==> src/rtl/frame_buffer_arbiter.sv <==
// Round-robin arbiter sharing one single-command frame RAM between a pixel writer and a pixel reader.
// Optional read-behind-write tear guard enabled by defining FB_TEAR_GUARD_EN.
module frame_buffer_arbiter #(
  parameter int V = 8,
  parameter int S = 76800,
  parameter int A = 20
) (
  input  logic         clk_i,
  input  logic         rst_i,
  input  logic         clear_i,
  input  logic         wr_valid_i,
  input  logic [V-1:0] wr_data_i,
  output logic         wr_ready_o,
  input  logic         rd_req_i,
  output logic         rd_ready_o,
  output logic         rd_valid_o,
  output logic [V-1:0] rd_data_o,
  output logic         wr_frame_done_o,
  output logic         rd_frame_done_o,
  output logic         ram_en_o,
  output logic         ram_we_o,
  output logic [V-1:0] ram_wdata_o,
  output logic [A-1:0] ram_waddr_o,
  output logic [A-1:0] ram_raddr_o,
  input  logic [V-1:0] ram_rdata_i
);

  // state | meaning
  // IDLE  | no grant since reset
  // WR    | last grant went to the writer
  // RD    | last grant went to the reader
  typedef enum logic [1:0] {IDLE, WR, RD} state_t;

  localparam logic [A-1:0] LAST_ADDR = A'(S - 1);

  state_t         r_state;
  logic [A-1:0]   r_wr_addr;
  logic [A-1:0]   r_rd_addr;
  logic           r_rd_pend;
  logic           r_rd_valid;
  logic           r_wr_done;
  logic           r_rd_done;
  logic           r_ram_en;
  logic           r_ram_we;
  logic [V-1:0]   r_ram_wdata;
  logic [A-1:0]   r_ram_waddr;
  logic [A-1:0]   r_ram_raddr;

  logic           w_block;
  logic           w_rd_allow;
  logic           w_wr_grant;
  logic           w_rd_grant;
  logic           w_wr_wrap;
  logic           w_rd_wrap;

`ifdef FB_TEAR_GUARD_EN
  // Set while the writer is a full frame ahead of the reader.
  logic r_frame_lag;
  assign w_rd_allow = !((r_rd_addr == r_wr_addr) && !r_frame_lag);
`else
  assign w_rd_allow = 1'b1;
`endif

  assign w_block    = rst_i | clear_i;
  assign w_wr_wrap  = (r_wr_addr == LAST_ADDR);
  assign w_rd_wrap  = (r_rd_addr == LAST_ADDR);
  assign w_wr_grant = !w_block && wr_valid_i &&
                      (!(rd_req_i && w_rd_allow) || (r_state != WR));
  assign w_rd_grant = !w_block && rd_req_i && w_rd_allow &&
                      (!wr_valid_i || (r_state == WR));

  always_ff @(posedge clk_i) begin
    if (rst_i) begin
      r_state     <= IDLE;
      r_wr_addr   <= '0;
      r_rd_addr   <= '0;
      r_rd_pend   <= 1'b0;
      r_rd_valid  <= 1'b0;
      r_wr_done   <= 1'b0;
      r_rd_done   <= 1'b0;
      r_ram_en    <= 1'b0;
      r_ram_we    <= 1'b0;
      r_ram_wdata <= '0;
      r_ram_waddr <= '0;
      r_ram_raddr <= '0;
`ifdef FB_TEAR_GUARD_EN
      r_frame_lag <= 1'b0;
`endif
    end else begin
      // Read data leaves the RAM one edge after the address is presented.
      r_rd_pend  <= w_rd_grant;
      r_rd_valid <= r_rd_pend;
      r_ram_en   <= w_wr_grant | w_rd_grant;
      r_ram_we   <= w_wr_grant;
      r_wr_done  <= w_wr_grant && w_wr_wrap;
      r_rd_done  <= w_rd_grant && w_rd_wrap;
      if (clear_i) begin
        r_wr_addr <= '0;
        r_rd_addr <= '0;
`ifdef FB_TEAR_GUARD_EN
        r_frame_lag <= 1'b0;
`endif
      end else if (w_wr_grant) begin
        r_state     <= WR;
        r_ram_waddr <= r_wr_addr;
        r_ram_wdata <= wr_data_i;
        r_wr_addr   <= w_wr_wrap ? '0 : r_wr_addr + 1'b1;
`ifdef FB_TEAR_GUARD_EN
        if (w_wr_wrap) r_frame_lag <= !r_frame_lag;
`endif
      end else if (w_rd_grant) begin
        r_state     <= RD;
        r_ram_raddr <= r_rd_addr;
        r_rd_addr   <= w_rd_wrap ? '0 : r_rd_addr + 1'b1;
`ifdef FB_TEAR_GUARD_EN
        if (w_rd_wrap) r_frame_lag <= !r_frame_lag;
`endif
      end
    end
  end

  assign wr_ready_o      = w_wr_grant;
  assign rd_ready_o      = w_rd_grant;
  assign rd_valid_o      = r_rd_valid;
  assign rd_data_o       = ram_rdata_i;
  assign wr_frame_done_o = r_wr_done;
  assign rd_frame_done_o = r_rd_done;
  assign ram_en_o        = r_ram_en;
  assign ram_we_o        = r_ram_we;
  assign ram_wdata_o     = r_ram_wdata;
  assign ram_waddr_o     = r_ram_waddr;
  assign ram_raddr_o     = r_ram_raddr;

endmodule
==> config.mk <==
export PLATFORM = sky130hd
export DESIGN_NAME = frame_buffer_arbiter
export DESIGN_NICKNAME = d
export VERILOG_FILES = /design/src/rtl/frame_buffer_arbiter.sv
export SDC_FILE = /design/constraint.sdc
export NUM_CORES = 1
export LEC_CHECK = 0
export BUFFER_PORTS_ARGS = -buffer_cell sky130_fd_sc_hd__buf_2
export CAP_MARGIN = 10
export CORE_MARGIN = 3
export CORE_UTILIZATION = 40
export CTS_CLUSTER_SIZE = 16
export DETAILED_ROUTE_END_ITERATION = 6
export PLACE_DENSITY = 0.69
export SYNTH_ARGS = -nofsm -noshare
export SYNTH_HDL_FRONTEND = slang
export SYNTH_SLANG_ARGS = --single-unit
==> constraint.sdc <==
create_clock -name clk_i -period 1.7 [get_ports clk_i]
set_clock_uncertainty 0.1 [all_clocks]
set_input_delay 0.255 -clock clk_i [delete_from_list [all_inputs] [get_ports clk_i]]
set_output_delay 0.255 -clock clk_i [all_outputs]
set_load 0.005 [all_outputs]
# Word level (Yosys, flattened, before mapping)
# Index checks and enable logic that the tools add are counted.
# op_classes
add_sub_neg	2
eq_ne	4
muxes	4
bitwise	4
reduce_logical	17
# op_table
op	n
adder 20 x 1 -> 20 bit, second input constant	2
equality test 20 x 17 -> 1 bit, second input constant	2
2-to-1 mux 20 bit	2
logical AND 1 bit	6
AND reduction 2 bit	3
2-to-1 mux 2 bit	2
logical NOT 1 bit	3
AND reduction 3 bit	1
equality test 2 x 1 -> 1 bit, second input constant	1
logical OR 1 bit	2
!= test 2 x 1 -> 1 bit, second input constant	1
NOT 1 bit	2
OR 1 bit	2
nonzero test 2 bit	1
OR reduction 2 bit	1
# word_totals
reg_bits	96
inputBits	21
output_inout_bits	63

# Longest topological paths before layout
# depth
ltp_word	6
mapped_depth	7

# Worst setup path after synthesis
# OpenSTA, ideal clock, no wires.
# synth_timing
kind	register -> register
startpoint	register r_rd_addr[0]
endpoint	register r_rd_addr[2]
setup_ps	118
t_arrival_ps	1713
required_time_ps	1482
slack_ps	-231
stages_incl_launch_ff	7
period_less_slack_ps	1931
path_cell_list	dfxtp_1 ha_1 nand3_1 or2_2 o31ai_1 buf_2 nor2_1
# synth_via
elab_chain_len	2
elab_cells_between_ends	3
classes_between	1 x add/sub; 1 x eq/ne; 1 x mux
# synth_rtl
item	line_no	rtl
from (decl)	38	logic [A-1:0] r_rd_addr;
from (signal assigned)	114	r_rd_addr <= w_rd_wrap ? '0 : r_rd_addr + 1'b1;
adder 20 x 1 -> 20 bit / equality test 20 x 17 -> 1 bit (equally long branches)	114, 66	
2-to-1 mux 20 bit (*)	114	
# Mark *: on every way between the ends. The rest lies on a longest branch, timed or not.
# A chain may end at the register's enable or synchronous reset.

# Worst setup path after layout
# layout_timing
startpoint	register r_wr_addr[1]
endpoint	register r_wr_addr[11]
# layout_via
elab_chain_len	2
elab_cells_between_ends	3
classes_between	1 x add/sub; 1 x eq/ne; 1 x mux
# layout_rtl
item	line_no	rtl
from (decl)	37	logic [A-1:0] r_wr_addr;
from (signal assigned)	107	r_wr_addr <= w_wr_wrap ? '0 : r_wr_addr + 1'b1;
adder 20 x 1 -> 20 bit / equality test 20 x 17 -> 1 bit (equally long branches)	107, 65	
2-to-1 mux 20 bit (*)	107	
# Marks and branches as above.

==> impl_metrics.json <==
{
  "synth_edf_count": 0,
  "fin_crit_ns": 1.87,
  "antenna_found_initial": 1,
  "viasPerCell": 5.29,
  "antenna_left": 0,
  "rsz0062_at_grt": "true",
  "htreeDepth": 3,
  "final_hold_viol_count": 0,
  "synth_cell_types": 54,
  "drc": 0,
  "dieArea_um2": 11300,
  "cp-end-kind": "flop",
  "hold_class": "input port to flop",
  "cts_made_buffers": 9,
  "clkPwrFrac_pct": 39.3,
  "fmax_ghz": 0.535,
  "ys.flop_type": "dfxtp_1",
  "die_w_um": 106,
  "path_max_fanout": 5,
  "synth.most_common_cell": "nand2_1",
  "worstSetupPathType": "flop to flop",
  "grt_usage_pct": 20.3,
  "grt_overflow": 0,
  "clock_latency_ns": 0.37,
  "drive_gt1_share_pct": 42.5,
  "p_seq_share_pct": 54.6,
  "startpoint_type": "flop",
  "wl_per_cell_um": 15.7,
  "grt_pass1_vias": 3997,
  "fin_nets": 664,
  "min_period_over_period_pct": 110,
  "crit_chain": "buf_6, and4_1, nand4b_1, buf_6, or3_4, a211oi_2",
  "pin_count": 84,
  "routabilityCongestion": 0.844,
  "slowest_delay_ns": 0.38,
  "cpLargestDelayFamily": "simple AND/OR/NAND/NOR gates",
  "nFillCells": 845,
  "cts.sinks": 96,
  "final_cell_area_um2": 5900,
  "dr_total_vias": 4121,
  "synth.avg_cell_area_um2": 8.28,
  "cts_tree": "built",
  "critPathArrivalTime_ns": 2.06,
  "grt_first_pass_wirelength_mm": 18.5,
  "slew_headroom_pct": 56.7,
  "ys_top_cells_by_count": "nand2_1 (116), dfxtp_1 (96), a21oi_1 (63)",
  "cp_common_cell": "buf_6",
  "netlist_top_cells_area": "dfxtp_1 (48%), nand2_1 (11%), a21oi_1 (7.8%)",
  "dr.pass1.iters": 4,
  "internal_power_uw": 3190,
  "clk_pin_slew_ns": 0.09,
  "seq_area_um2": 1940,
  "p_sw_share_pct": 23.1,
  "hpwl_mm": 7.94,
  "synth_top_area_share_pct": 47.7,
  "drt_iter0_drc": 181,
  "finalMaxSlewViolations": 0,
  "synth_top_cell_by_area": "dfxtp_1",
  "ys_ff_latch": 96,
  "drt-total-wl_mm": 12.2,
  "root_buffer": "clkbuf_8",
  "fp-row-count": 36,
  "dieHeight_um": 106,
  "worstMarginPinSlew_ns": 0.649,
  "placed_area_um2": 5080,
  "ctsHoldBuffers": 0,
  "cpMaxStageDelayCell": "dfxtp_4",
  "violations": "setup timing",
  "grt_max_degree": 28,
  "crit_buf_inv": 2,
  "yosys_warnings": 0,
  "power_density_nw_per_um2": 703,
  "total_leakage_power_uw": 0.00224,
  "synth_nets": 510,
  "synthArstFlopShare_pct": 0,
  "syn-cell-area_um2": 4030,
  "coreArea_um2": 9770,
  "drv_cap": 0,
  "area_growth_pct": 46.4,
  "status": "finished with violations",
  "start_util_pct": 41.2,
  "cts_buffer_depth": 2,
  "dp_worst_setup_slack_ns": -0.329,
  "netlist_instances": 487,
  "setup_violations": 32,
  "io_buffers": 67,
  "required_ns": 1.89,
  "power.switching_uw": 959,
  "layout_setup_ws_ns": -0.170,
  "yosysSeqAreaShare_pct": 47.7,
  "pwr-share-comb_pct": 6.1,
  "ir_worst_vdd_mv": 0.493,
  "multi_input_area_um2": 2270
}
==> flip-flops by register name, indices dropped and copies added, names as in the netlist <==
register / cells
r_state: 2
ram_en_o: 1
ram_raddr_o: 20
r_rd_pend: 1
r_rd_addr: 20
rd_valid_o: 1
r_wr_addr: 20
rd_frame_done_o: 1
ram_wdata_o: 8
ram_we_o: 1
wr_frame_done_o: 1
ram_waddr_o: 20
==> metal layers <==
| metal | track usage [%] | share of wire [%] |
|---|---|---|
| met5 | 0 | 0 |
| met4 | 8.70 | 1.6 |
| met3 | 4.92 | 4.3 |
| met2 | 36.6 | 53 |
| met1 | 22.7 | 41 |
==> power by group through the flow <==
stage | sequential, µW | combinational (µW) | clock, µW
after floorplan | 2320 | 119 | 0
after global placement | 2320 | 195 | 0
after detailed placement | 2320 | 201 | 0
after CTS | 2270 | 214 | 1670
after global routing | 2270 | 271 | 1760
final | 2270 | 252 | 1630
==> layout by cell type (no fill, tap or decap), drive strengths merged, types with 6 or more instances in the layout <==
master | Yosys | routed
a21oi | 64 | 64
o31ai | 10 | 10
or4 | 8 | 8
xnor2 | 7 | 7
and4 | 6 | 6
buf | 13 | 177
nand3 | 12 | 12
o21ai | 18 | 18
nand2 | 116 | 116
dfxtp | 96 | 96
or3 | 14 | 14
a211oi | 12 | 12
nor2 | 11 | 11
clkbuf | 22 | 10
nor3 | 10 | 10
nand4 | 10 | 10
inv | 12 | 14
==> timing repair <==
item | in CTS | in global routing
endpoints found under the setup margin | 37 | 42
gates resized for setup | 36 | 64
hold endpoints to repair | 0 | 0
setup buffers | 10 | 14
gates cloned | 3 | 1
pin swaps | 11 | 27
==> per-stage QoR <==
| step | setup TNS (ns) | instances | hold WS [ns] | util [%] | power, µW |
|---|---|---|---|---|---|
| final | -2.29 | 779 | 0.0201 | 60.4 | 4150 |
| after global routing | -5.51 | 779 | 0.0148 | 60.4 | 4300 |
| after CTS | -1.98 | 767 | 0.000949 | 57.1 | 4150 |
| after detailed placement | -6.12 | 739 | 0.341 | 52.0 | 2520 |
| after global placement | -4.78 | 739 | 0.324 | 52.0 | 2510 |
| after floorplan | -0.348 | 487 | 0.271 | - | 2440 |
==> kinds of logic (layout without fill, tap and decap cells) <==
| logic type | Yosys count | count (layout) | share of synthesized area [%] |
|---|---|---|---|
| simple gates | 215 | 215 | 26.7 |
| compound gates | 117 | 118 | 17.4 |
| flops | 96 | 96 | 47.7 |
| buf+inv | 47 | 204 | 5.43 |
| xor+xnor | 10 | 10 | 2.17 |
| fa+ha+maj | 2 | 2 | 0.621 |
| other cells | 0 | 1 | 0 |
==> tightest hold or removal path, delay by kind of cell <==
family | cells | cell delay [ns]
AO/OA/AOI/OAI | 1 | 0.05
buffers and inverters | 1 | 0.09
AND/OR/NAND/NOR | 1 | 0.05
==> worst paths after layout <==
check / cells past startpoint / end / start / slack [ns]
max: 6 / r_wr_addr[11] / r_wr_addr[1] / -0.17
min: 3 / ram_wdata_o[5] / wr_data_i[5] / 0.02
max reg2reg: 6 / r_wr_addr[11] / r_wr_addr[1] / -0.17
min reg2reg: 2 / ram_wdata_o[5] / ram_wdata_o[5] / 0.36
==> final cells by class <==
cell class / count / area share [%]
Clock inverter: 5 / 1.36
Multi-Input combinational cell: 345 / 38.5
Antenna cell: 1 / 0.0424
Inverter: 12 / 0.891
Sequential cell: 96 / 33.0
Timing Repair Buffer: 177 / 21.3
Tap cell: 133 / 2.82
Clock buffer: 10 / 2.16
No activity file was read; power rests on OpenSTA's default activity.
